<file path="src/rtl/sipo_deserializer_if.sv">
// Bit-stream and word handshake bundle for sipo_deserializer.
// A transfer happens on a rising edge where val and rdy are both high; val must not wait on rdy.
interface sipo_deserializer_if #(
  parameter int NBITS = 8
);
  logic             in_val;
  logic             in_rdy;
  logic             in_bit;
  logic             out_val;
  logic             out_rdy;
  logic [NBITS-1:0] out_data;
  logic             out_err;

  modport master (
    output in_val, in_bit, out_rdy,
    input  in_rdy, out_val, out_data, out_err
  );

  modport slave (
    input  in_val, in_bit, out_rdy,
    output in_rdy, out_val, out_data, out_err
  );
endinterface

</file>
<file path="src/rtl/sipo_deserializer.sv">
// Serial-in/parallel-out deserializer: LSB-first words of NBITS under val/rdy handshakes.
// Define SIPO_DESERIALIZER_PARITY_EN to append an even-parity bit to each word and flag errors on out_err.
module sipo_deserializer #(
  parameter int NBITS = 8
) (
  input  logic                clk,
  input  logic                reset_n,
  sipo_deserializer_if.slave  bus,
  output logic                o_dbg_state,
  output logic [5:0]          o_dbg_cnt
);

`ifdef SIPO_DESERIALIZER_PARITY_EN
  localparam int WLEN = NBITS + 1;
`else
  localparam int WLEN = NBITS;
`endif
  localparam int CW = $clog2(WLEN + 1);
  localparam logic [CW-1:0] LAST = CW'(WLEN - 1);

  typedef enum logic {
    FILL = 1'b0,
    FULL = 1'b1
  } state_t;

  state_t           r_state;
  state_t           w_state_nxt;
  logic [CW-1:0]    r_cnt;
  logic [CW-1:0]    w_cnt_nxt;
  logic [WLEN-1:0]  r_sr;
  logic [WLEN-1:0]  w_sr_shift;
  logic [NBITS-1:0] r_data;
  logic             r_err;
  logic             w_err_nxt;
  logic             w_load;
  logic             w_in_rdy;
  logic             w_out_val;
  logic             w_in_fire;
  logic             w_out_fire;

  // in_rdy depends only on state and out_rdy, so a full word can drain and refill on one edge.
  always_comb begin
    w_out_val  = (r_state == FULL);
    w_in_rdy   = (r_state == FILL) | bus.out_rdy;
    w_in_fire  = bus.in_val & w_in_rdy;
    w_out_fire = w_out_val & bus.out_rdy;
    w_sr_shift = {bus.in_bit, r_sr[WLEN-1:1]};
  end

`ifdef SIPO_DESERIALIZER_PARITY_EN
  assign w_err_nxt = ^w_sr_shift;
`else
  assign w_err_nxt = 1'b0;
`endif

  always_comb begin
    w_state_nxt = r_state;
    w_cnt_nxt   = r_cnt;
    w_load      = 1'b0;
    case (r_state)
      FILL: begin
        if (w_in_fire) begin
          if (r_cnt == LAST) begin
            w_state_nxt = FULL;
            w_cnt_nxt   = '0;
            w_load      = 1'b1;
          end else begin
            w_cnt_nxt = r_cnt + CW'(1);
          end
        end
      end
      FULL: begin
        if (w_out_fire) begin
          w_state_nxt = FILL;
          w_cnt_nxt   = w_in_fire ? CW'(1) : '0;
        end
      end
      default: begin
        w_state_nxt = FILL;
        w_cnt_nxt   = '0;
      end
    endcase
  end

  always_ff @(posedge clk) begin
    if (!reset_n) begin
      r_state <= FILL;
      r_cnt   <= '0;
    end else begin
      r_state <= w_state_nxt;
      r_cnt   <= w_cnt_nxt;
    end
  end

  // Stale bits of a drained word need no clearing: the next WLEN shifts push them out.
  always_ff @(posedge clk) begin
    if (!reset_n) begin
      r_sr   <= '0;
      r_data <= '0;
      r_err  <= 1'b0;
    end else begin
      if (w_in_fire) begin
        r_sr <= w_sr_shift;
      end
      if (w_load) begin
        r_data <= w_sr_shift[NBITS-1:0];
        r_err  <= w_err_nxt;
      end
    end
  end

  assign bus.in_rdy   = w_in_rdy;
  assign bus.out_val  = w_out_val;
  assign bus.out_data = r_data;
  assign bus.out_err  = r_err;
  assign o_dbg_state  = r_state;
  assign o_dbg_cnt    = 6'(r_cnt);

endmodule

</file>
<file path="src/flat_wrapper.sv">
// flat-port wrapper written by rule: the top's interface ports become plain ports
module sipo_deserializer_flat 
#(
  parameter int NBITS = 8
)
  (clk, reset_n, o_dbg_state, o_dbg_cnt, bus_in_val, bus_in_bit, bus_out_rdy, bus_in_rdy, bus_out_val, bus_out_data, bus_out_err);
  sipo_deserializer_if #(.NBITS(NBITS)) bus_i ();
  input  logic clk;
  input  logic reset_n;
  output logic o_dbg_state;
  output logic [5:0] o_dbg_cnt;
  input wire logic [$bits(bus_i.in_val)-1:0] bus_in_val;
  input wire logic [$bits(bus_i.in_bit)-1:0] bus_in_bit;
  input wire logic [$bits(bus_i.out_rdy)-1:0] bus_out_rdy;
  output wire logic [$bits(bus_i.in_rdy)-1:0] bus_in_rdy;
  output wire logic [$bits(bus_i.out_val)-1:0] bus_out_val;
  output wire logic [$bits(bus_i.out_data)-1:0] bus_out_data;
  output wire logic [$bits(bus_i.out_err)-1:0] bus_out_err;
  assign bus_i.in_val = bus_in_val;
  assign bus_i.in_bit = bus_in_bit;
  assign bus_i.out_rdy = bus_out_rdy;
  assign bus_in_rdy = bus_i.in_rdy;
  assign bus_out_val = bus_i.out_val;
  assign bus_out_data = bus_i.out_data;
  assign bus_out_err = bus_i.out_err;
  sipo_deserializer #(.NBITS(NBITS)) u_core (.clk(clk), .reset_n(reset_n), .bus(bus_i), .o_dbg_state(o_dbg_state), .o_dbg_cnt(o_dbg_cnt));
endmodule
</file>
<file path="config.mk">
export PLATFORM = sky130hd
export DESIGN_NAME = sipo_deserializer_flat
export DESIGN_NICKNAME = d
export VERILOG_FILES = /design/src/rtl/sipo_deserializer_if.sv /design/src/rtl/sipo_deserializer.sv /design/src/flat_wrapper.sv
export SDC_FILE = /design/constraint.sdc
export NUM_CORES = 1
export LEC_CHECK = 0
export ABC_AREA = 0
export BUFFER_PORTS_ARGS = -buffer_cell sky130_fd_sc_hd__buf_2
export CORE_MARGIN = 2
export CORE_UTILIZATION = 54
export DETAILED_ROUTE_END_ITERATION = 12
export GPL_TIMING_DRIVEN = 0
export MAX_ROUTING_LAYER = met4
export PLACE_DENSITY_LB_ADDON = 0.12
export SYNTH_ARGS = -nofsm -noshare
export SYNTH_HDL_FRONTEND = slang
export SYNTH_SLANG_ARGS = --single-unit
</file>
<file path="constraint.sdc">
create_clock -name clk -period 2.6 [get_ports clk]
set_input_delay 0.39 -clock clk [delete_from_list [all_inputs] [get_ports clk]]
set_output_delay 0.39 -clock clk [all_outputs]
set_load 0.02 [all_outputs]
</file>
# ---- Word-level counts from Yosys, hierarchy flattened
# Index checks and enable logic that the tools add are counted.
dict set report word_totals {
  elab_cells 23
  out_inout_bits 18
  input_bits 5
  ff_bits 21
}
dict set report op_classes {
  n_addsub 1
  eq_ne 3
  n_reduce_logical 1
  bitwise 4
  n_mux 10
}
# op count
set ops {}
lappend ops {{$mux W4} 3}
lappend ops {{$pmux W4 S2} 1}
lappend ops {{$mux W1} 5}
lappend ops {{$add A4 B1 Y4 const B} 1}
lappend ops {{$eq A4 B3 Y1 const B} 1}
lappend ops {{$and A1 B1 Y1} 2}
lappend ops {{$ne A2 B1 Y1 const B} 1}
lappend ops {{$ne A2 B2 Y1 const B} 1}
lappend ops {{$pmux W1 S2} 1}
lappend ops {{$reduce_and A2 Y1} 1}
lappend ops {{$not A1 Y1} 1}
lappend ops {{$or A1 B1 Y1} 1}

# ---- Logic depth before layout (Yosys ltp)
# Gate-level depths: netlist of the first run.
dict set report logic_depth {
  depth_word 6
  depth_mapped 4
  ltp_nobuf 4
}

# ---- Worst setup path after synthesis of the first run
# OpenSTA, ideal clock, no wires.
dict set report synth_path {
  kind {register to register}
  from {register u_core.r_cnt[0]}
  to {register u_core.r_data[0], in the netlist u_core.bus.out_data[0]}
  setup_slack_ns 1.278
  synth_period_minus_slack_ns 1.322
  t_required_ns 2.528
  arrival_time_ns 1.250
  setup_ns 0.072
  stages_incl_launch_ff 5
  path_buffers 1
  path_cell_list {dfxtp_1 -> ha_1 -> and4b_1 -> buf_6 -> mux2i_1}
}
dict set report synth_via {
  elab_chain_cells 4
}
# item line_no
set synth_rtl {}
lappend synth_rtl {{from (decl)} sipo_deserializer.sv:28} ;# logic [CW-1:0] r_cnt;
lappend synth_rtl {{from (signal assigned)} sipo_deserializer.sv:91} ;# r_cnt <= w_cnt_nxt;
lappend synth_rtl {{$eq A4 B3 Y1} sipo_deserializer.sv:63} ;# if (r_cnt == LAST) begin
lappend synth_rtl {{$mux W1} sipo_deserializer.sv:63}
lappend synth_rtl {{$mux W1} sipo_deserializer.sv:62} ;# if (w_in_fire) begin
lappend synth_rtl {{$mux W1} sipo_deserializer.sv:60} ;# case (r_state)
lappend synth_rtl {{to (signal assigned)} sipo_deserializer.sv:106} ;# r_data <= w_sr_shift[NBITS-1:0];
lappend synth_rtl {{to (decl)} sipo_deserializer.sv:32} ;# logic [NBITS-1:0] r_data;
# Every way passes these cells.
# A chain may end at the register's enable or synchronous reset.

# ---- Worst setup path in the final report of the first run
dict set report layout_path {
  from {register u_core.r_state, in the netlist u_core.bus.out_val}
  to {output port bus_in_rdy}
}
dict set report layout_via {
  elab_chain_cells 2
}
# item line_no
set layout_rtl {}
lappend layout_rtl {{from (decl)} sipo_deserializer.sv:26} ;# state_t r_state;
lappend layout_rtl {{from (signal assigned)} sipo_deserializer.sv:90} ;# r_state <= w_state_nxt;
lappend layout_rtl {{$not A1 Y1} sipo_deserializer.sv:44} ;# w_in_rdy = (r_state == FILL) | bus.out_rdy;
lappend layout_rtl {{$or A1 B1 Y1} sipo_deserializer.sv:44}
lappend layout_rtl {{to (decl)} flat_wrapper.sv:15} ;# output wire logic [$bits(bus_i.in_rdy)-1:0] bus_in_rdy;
# Every way passes these cells.

==> impl_metrics.ini, run 1 <==
[global_routing]
grt_pass1_wl_um = 2884
antenna_found_initial = 0
grt_pass1_vias = 647
grt_usage_pct = 20.47
grt_overflow_total = 0
grt_max_degree = 12

[clocking]
clk_latency_ns = 0.30
clock-root-buffer = clkbuf_4
path_clk_slew_ns = 0.12
cts_buffers = 3
ctsHoldBuffers = 0
clockBufferDepth = 2
cts_tree = built
post_cts_resized = 0
post_cts_buffers = 0
ctsHtreeMaxLevel = 1
clock-sinks = 20

[power_and_ir_drop]
ir_drop_mv = 0.3940
power-per-cell-area_mw_per_mm2 = 510.5
p_total_uw = 537.9
p_leak_nw = 0.4467

[timing]
setup_viol = 0
fin_crit_ns = 1.704
maxSlewViolCount = 0
timing.final.ws_setup_ns = 0.8965
fmax_mhz = 587.0
rsz0062_at_grt = no
setup-tns-final_ns = 0
fin_skew_ns = 0.005239
fin_crit_sh_pct = 65.52
finalHoldViolCount = 0

[final_layout]
nets = 133
diodes = 0
post-route-util_pct = 69.13
drive_gt1_share_pct = 27.78
area_growth_syn_to_layout_pct = 17.76

[yosys]
netlist_area_um2 = 894.6
yosys-top-cells-area = dfxtp_1, mux2i_1, nand2_1, a21oi_1, nand3_1
synth_cell_types = 25
yosysTopAreaCellShare_pct = 44.76
post-synth-top-count-cell = dfxtp_1
synth-edff-count = 0
synth.avg_cell_area_um2 = 8.858
async_flop_share_pct = 0
ys_top_cells_by_count = dfxtp_1, nand2_1, a21oi_1, mux2i_1
yosysSeqAreaShare_pct = 44.76
yosysTopAreaCell = dfxtp_1
ys_ff_latch = 20
yosysWarnings = 0
synth_top_flop_cell = dfxtp_1
synth_cells = 101

[detailed_routing]
finalWirelength_um = 1722
vias_per_cell = 5.261
final_antenna_net_count = 0
drc_errors = 0
first_pass_iters = 4
drt-initial-drc-count = 13
vias = 747
post_drt_wl_per_cell_um = 12.13

[placement]
post-place-ws_ns = 1.157
port_buffers = 19
dp_hpwl_um = 1237
gp_congestion = 0.8603

[setup_path]
slowest_stage = dfxtp_1
cp_top_family = flip-flops
worstPathMaxFanout = 9
critPathKind = flop to primary output
startpoint_type = flop
reg2reg_slack_ns = 1.28
cp.required_ns = 2.21
max_stage_delay_ns = 0.51
cp.depth = 3
worst_r2r_path_depth = 4
critPathArrivalTime_ns = 1.31
crit_buf_inv = 2
path_cells = nor2b_4 -> inv_4 -> buf_2
critPathCaptureType = primary output

[die]
dieArea_mm2 = 0.001998
core_area_mm2 = 0.001524
num_io_pins = 23
fp.dieH_um = 44.70
die_x_um = 44.70
initial_core_util_pct = 58.70
fp-row-count = 14

[worst_hold_path]
min_path_cells = 3
hold_class = primary input to flop

[outcome]
status = complete, no violations

[run]
max-cap-violations = 0
==> cells by family (layout without fill, tap and decap cells) <==
logic type,count (synthesis),count (layout),share of synthesized area [%]
AO/OA/AOI/OAI,22,22,13.57
adder cells (fa/ha/maj),1,1,1.398
buffers and inverters,13,36,9.372
flip-flops,20,20,44.75
multiplexers,10,10,11.19
other,1,3,0.4192
AND/OR/NAND/NOR,34,34,19.30
==> report_power, final <==
group / total, mW / internal (mW) / switching (mW)
combinational: 0.0430 / 0.0155 / 0.0275
clock: 0.180 / 0.0853 / 0.0944
sequential: 0.315 / 0.311 / 0.00444
total: 0.538 / 0.411 / 0.126
==> area by class of cell <==
cell class	instances	area, um2
clock buffers	4	36.28
plain buffers	10	70.07
multi-input cells	70	417.9
well taps	16	20.02
flip-flops and latches	20	400.4
inverters	3	13.76
fillers	133	470.5
repair buffers	19	95.09
==> flip-flops by register name, indices dropped and copies added (netlist names) <==
signal / count
u_core.bus.out_data: 8
u_core.r_sr: 7
u_core.r_cnt: 4
u_core.bus.out_val: 1
==> routing by layer <==
metal,GRT usage (%),share of wire [%]
met3,4.800,3.5
met1,25.45,48
met2,32.46,48
met5,-,0
met4,7.273,0.75
==> worst register-to-register path, stage by stage (launching register included) <==
cell	delay (ns)
dfxtp_1	0.42
ha_1	0.27
and4b_1	0.23
buf_6	0.16
mux2i_1	0.19
==> cells in the final DEF, fill, tap and decap left out, types with 2 or more instances in the layout <==
cell type  instances
buf_2             21
dfxtp_1           20
nand2_1           18
a21oi_1           10
mux2i_1           10
nand3_1            8
o21ai_1            8
buf_4              4
conb_1             3
clkbuf_4           3
inv_1              2
buf_6              2
clkbuf_1           2
nor2_1             2
==> metrics by stage <==
stage,cell area [um2],std cells,hold WS [ns]
finish,1054,142,0.3371
floorplan,902.1,103,0.4367
global route,1054,142,0.3181
detailed placement,1017,138,0.4436
global placement,1017,138,0.4380
CTS,1054,142,0.3290
==> path summary, 6_finish.rpt <==
kind,endpoint,from
setup / recovery,bus_in_rdy,u_core.bus.out_val$_SDFF_PN0_
setup reg to reg,u_core.bus.out_data[6]$_SDFFE_PN0P_,u_core.r_cnt[0]$_SDFFE_PN0P_
hold / removal,u_core.bus.out_data[7]$_SDFFE_PN0P_,bus_in_bit
hold reg to reg,u_core.bus.out_data[1]$_SDFFE_PN0P_,u_core.bus.out_data[1]$_SDFFE_PN0P_
(Power assumes the default switching activity.)
==> run 2: changes to the inputs <==
Settings changed: ABC_AREA 0 to 1, CORE_UTILIZATION 54 to 49.
Clock period 2.6 ns to 1.7 ns, I/O delays scaled along.
==> run 2 against run 1 <==
  * Synthesized cell count rose by 8.9%
  * Sequential share of layout area rose by 2.1 points
  * Synthesized area fell by 6.3%
  * Sequential cell count did not move
  * Die area rose by 3.0%
  * Worst hold slack got worse by 0.087 ns
  * Combinational power rose by 86%
  * Total power rose by 58%
  * Non-clock buffer count fell by 5
  * Global-route usage fell by 2.6 points
  * Clock-buffer cell count did not move
  * Worst setup slack got worse by 0.56 ns
  * Critical path type unchanged
  * Largest power group unchanged
  * Highest routed layer unchanged
==> impl_metrics.ini, run 2 <==
[timing]
fin_crit_ns = 1.363
fin_crit_sh_pct = 80.15
setup-tns-final_ns = 0
finalHoldViolCount = 0
maxSlewViolCount = 0
fmax_mhz = 733.9
setup_viol = 0
rsz0062_at_grt = no
fin_skew_ns = 0.003835

[setup_path]
rr_startpoint = u_core.r_cnt[0]$_SDFFE_PN0P_
critPathCaptureType = primary output
crit_buf_inv = 1
critPathKind = flop to primary output
path_cells = nand2_2 -> buf_2
worstPathMaxFanout = 7
worst_r2r_path_depth = 6
startpoint_type = flop
reg2reg_slack_ns = 0.38
cp.required_ns = 1.44
crit_start = u_core.bus.out_val$_SDFF_PN0_
max_stage_delay_ns = 0.50
slowest_stage = dfxtp_1
crit_end = bus_in_rdy
reg2reg_to = u_core.bus.out_data[4]$_SDFFE_PN0P_
critPathArrivalTime_ns = 1.11
cp.depth = 2
cp_top_family = flip-flops

[placement]
dp_hpwl_um = 1176
place_area_um2 = 960.9
port_buffers = 19
gp_congestion = 0.8760
dp_cells = 147

[yosys]
synth_cell_types = 19
yosysTopAreaCell = dfxtp_1
synth.avg_cell_area_um2 = 7.621
ys_ff_latch = 20
ys_top_cells_by_count = nor2_1, dfxtp_1, o21ai_0
yosys-top-cells-area = dfxtp_1, nor2_1, o21ai_0, nand2_4, buf_4
yosysTopAreaCellShare_pct = 47.76
post-synth-top-count-cell = nor2_1
yosysWarnings = 0
netlist_area_um2 = 838.3
synth_top_flop_cell = dfxtp_1
synth_cells = 110
async_flop_share_pct = 0
yosysSeqAreaShare_pct = 47.76
synth-edff-count = 0

[global_routing]
grt_pass1_wl_um = 2490
grt_usage_pct = 17.89
grt_pass1_vias = 593
antenna_found_initial = 0
grt_max_degree = 12
grt_overflow_total = 0

[final_layout]
drive_gt1_share_pct = 28.15
ff_latch_area_um2 = 400.4
largest_reg_flops = 8
multi_input_comb_area_um2 = 371.6
fillers = 152
final_cells = 151
post-route-util_pct = 63.96
area_growth_syn_to_layout_pct = 18.96
diodes = 0
nets = 142
final_common_cell = nor2_1
most-common-layout-cells = nor2_1, dfxtp_1, buf_2, o21ai_0, nand2_1
final_cell_area_um2 = 997.2

[clocking]
ctsHoldBuffers = 0
post_cts_buffers = 0
clock-root-buffer = clkbuf_4
ctsHtreeMaxLevel = 1
cts_tree = built
cts_buffers = 3
clock-sinks = 20
post_cts_resized = 0
clockBufferDepth = 2
path_clk_slew_ns = 0.11
clk_latency_ns = 0.30

[power_and_ir_drop]
p_total_uw = 850.3
ir_drop_mv = 0.5142
power-per-cell-area_mw_per_mm2 = 852.7
p_leak_nw = 0.4911

[die]
dieArea_mm2 = 0.002058
fp.dieH_um = 45.36
die_x_um = 45.36
initial_core_util_pct = 53.77
num_io_pins = 23
core_area_mm2 = 0.001559
fp-row-count = 14

[detailed_routing]
first_pass_iters = 4
vias = 743
post_drt_wl_per_cell_um = 10.19
final_antenna_net_count = 0
vias_per_cell = 4.921
drt-initial-drc-count = 18
drc_errors = 0
finalWirelength_um = 1538

[outcome]
status = complete, no violations

[run]
max-cap-violations = 0

[worst_hold_path]
hold_class = primary input to flop
## run 2: cell count changes in the layout (fill, tap and decap cells not counted), sizes merged, moves of 5 or more
| cell | delta |
|---|---|
| nor2 | +32 |
| mux2i | -10 |
| o21ai | +9 |
| inv | +7 |
| a21oi | -6 |
| nand2 | -5 |
| nand3 | -5 |
## run 2: metrics by stage
step,setup WS (ns),hold slack (ns)
6_report,0.3374,0.2498
5_1_grt,0.2435,0.2284
4_1_cts,0.3060,0.2078
3_5_place_dp,0.4151,0.4663
3_3_place_gp,0.4149,0.4575
2_1_floorplan,0.3995,0.3907
## run 2: worst min path at each step
stage                                         from                                   to  depth (start not counted)
6_report                                bus_in_bit  u_core.bus.out_data[7]$_SDFFE_PN0P_                          3
2_1_floorplan                              reset_n  u_core.bus.out_data[7]$_SDFFE_PN0P_                          2
5_1_grt                                 bus_in_bit          u_core.r_sr[7]$_SDFFE_PN0P_                          3
3_5_place_dp   u_core.bus.out_data[4]$_SDFFE_PN0P_  u_core.bus.out_data[4]$_SDFFE_PN0P_                          2
4_1_cts                                 bus_in_bit          u_core.r_sr[7]$_SDFFE_PN0P_                          3
3_3_place_gp   u_core.bus.out_data[3]$_SDFFE_PN0P_  u_core.bus.out_data[3]$_SDFFE_PN0P_                          2
## run 2: kinds of logic (layout without fill, tap and decap cells)
family          count (synthesis)  in the layout  share of synthesized area [%]
simple gates                   51             51                          28.06
compound gates                 22             22                          13.43
other cells                     1              3                         0.4473
buf+inv                        15             38                          8.806
fa+ha+maj                       1              1                          1.492
flops                          20             20                          47.76
## run 2: final cells by class
| class | instances | area share [%] |
|---|---|---|
| Sequential cell | 20 | 40.15 |
| Multi-Input combinational cell | 77 | 37.26 |
| Timing Repair Buffer | 19 | 9.536 |
| Inverter | 10 | 4.015 |
| Clock buffer | 4 | 3.639 |
| Buffer | 5 | 3.388 |
| Tap cell | 16 | 2.008 |
## run 2: per-layer routing
layer | vias to the layer above | routed length, um | global-route usage, %
met5 | - | 0 | -
met4 | 0 | 23 | 10.59
met2 | 36 | 672 | 26.00
li1 | 393 | - | -
met3 | 2 | 105 | 3.600
met1 | 312 | 737 | 22.86
## run 2: report_power, final
part,internal [mW],switching [mW]
Combinational,0.0297,0.0503
Sequential,0.483,0.0123
Clock,0.131,0.144
Total,0.644,0.207
## run 2: worst reg2reg max path, delay by kind of cell (launching register included)
family	cells	cell delay [ns]
DFF	1	0.43
and+or+nand+nor	4	0.38
adders and majority gates	1	0.22
AOI/OAI and AO/OA	1	0.20
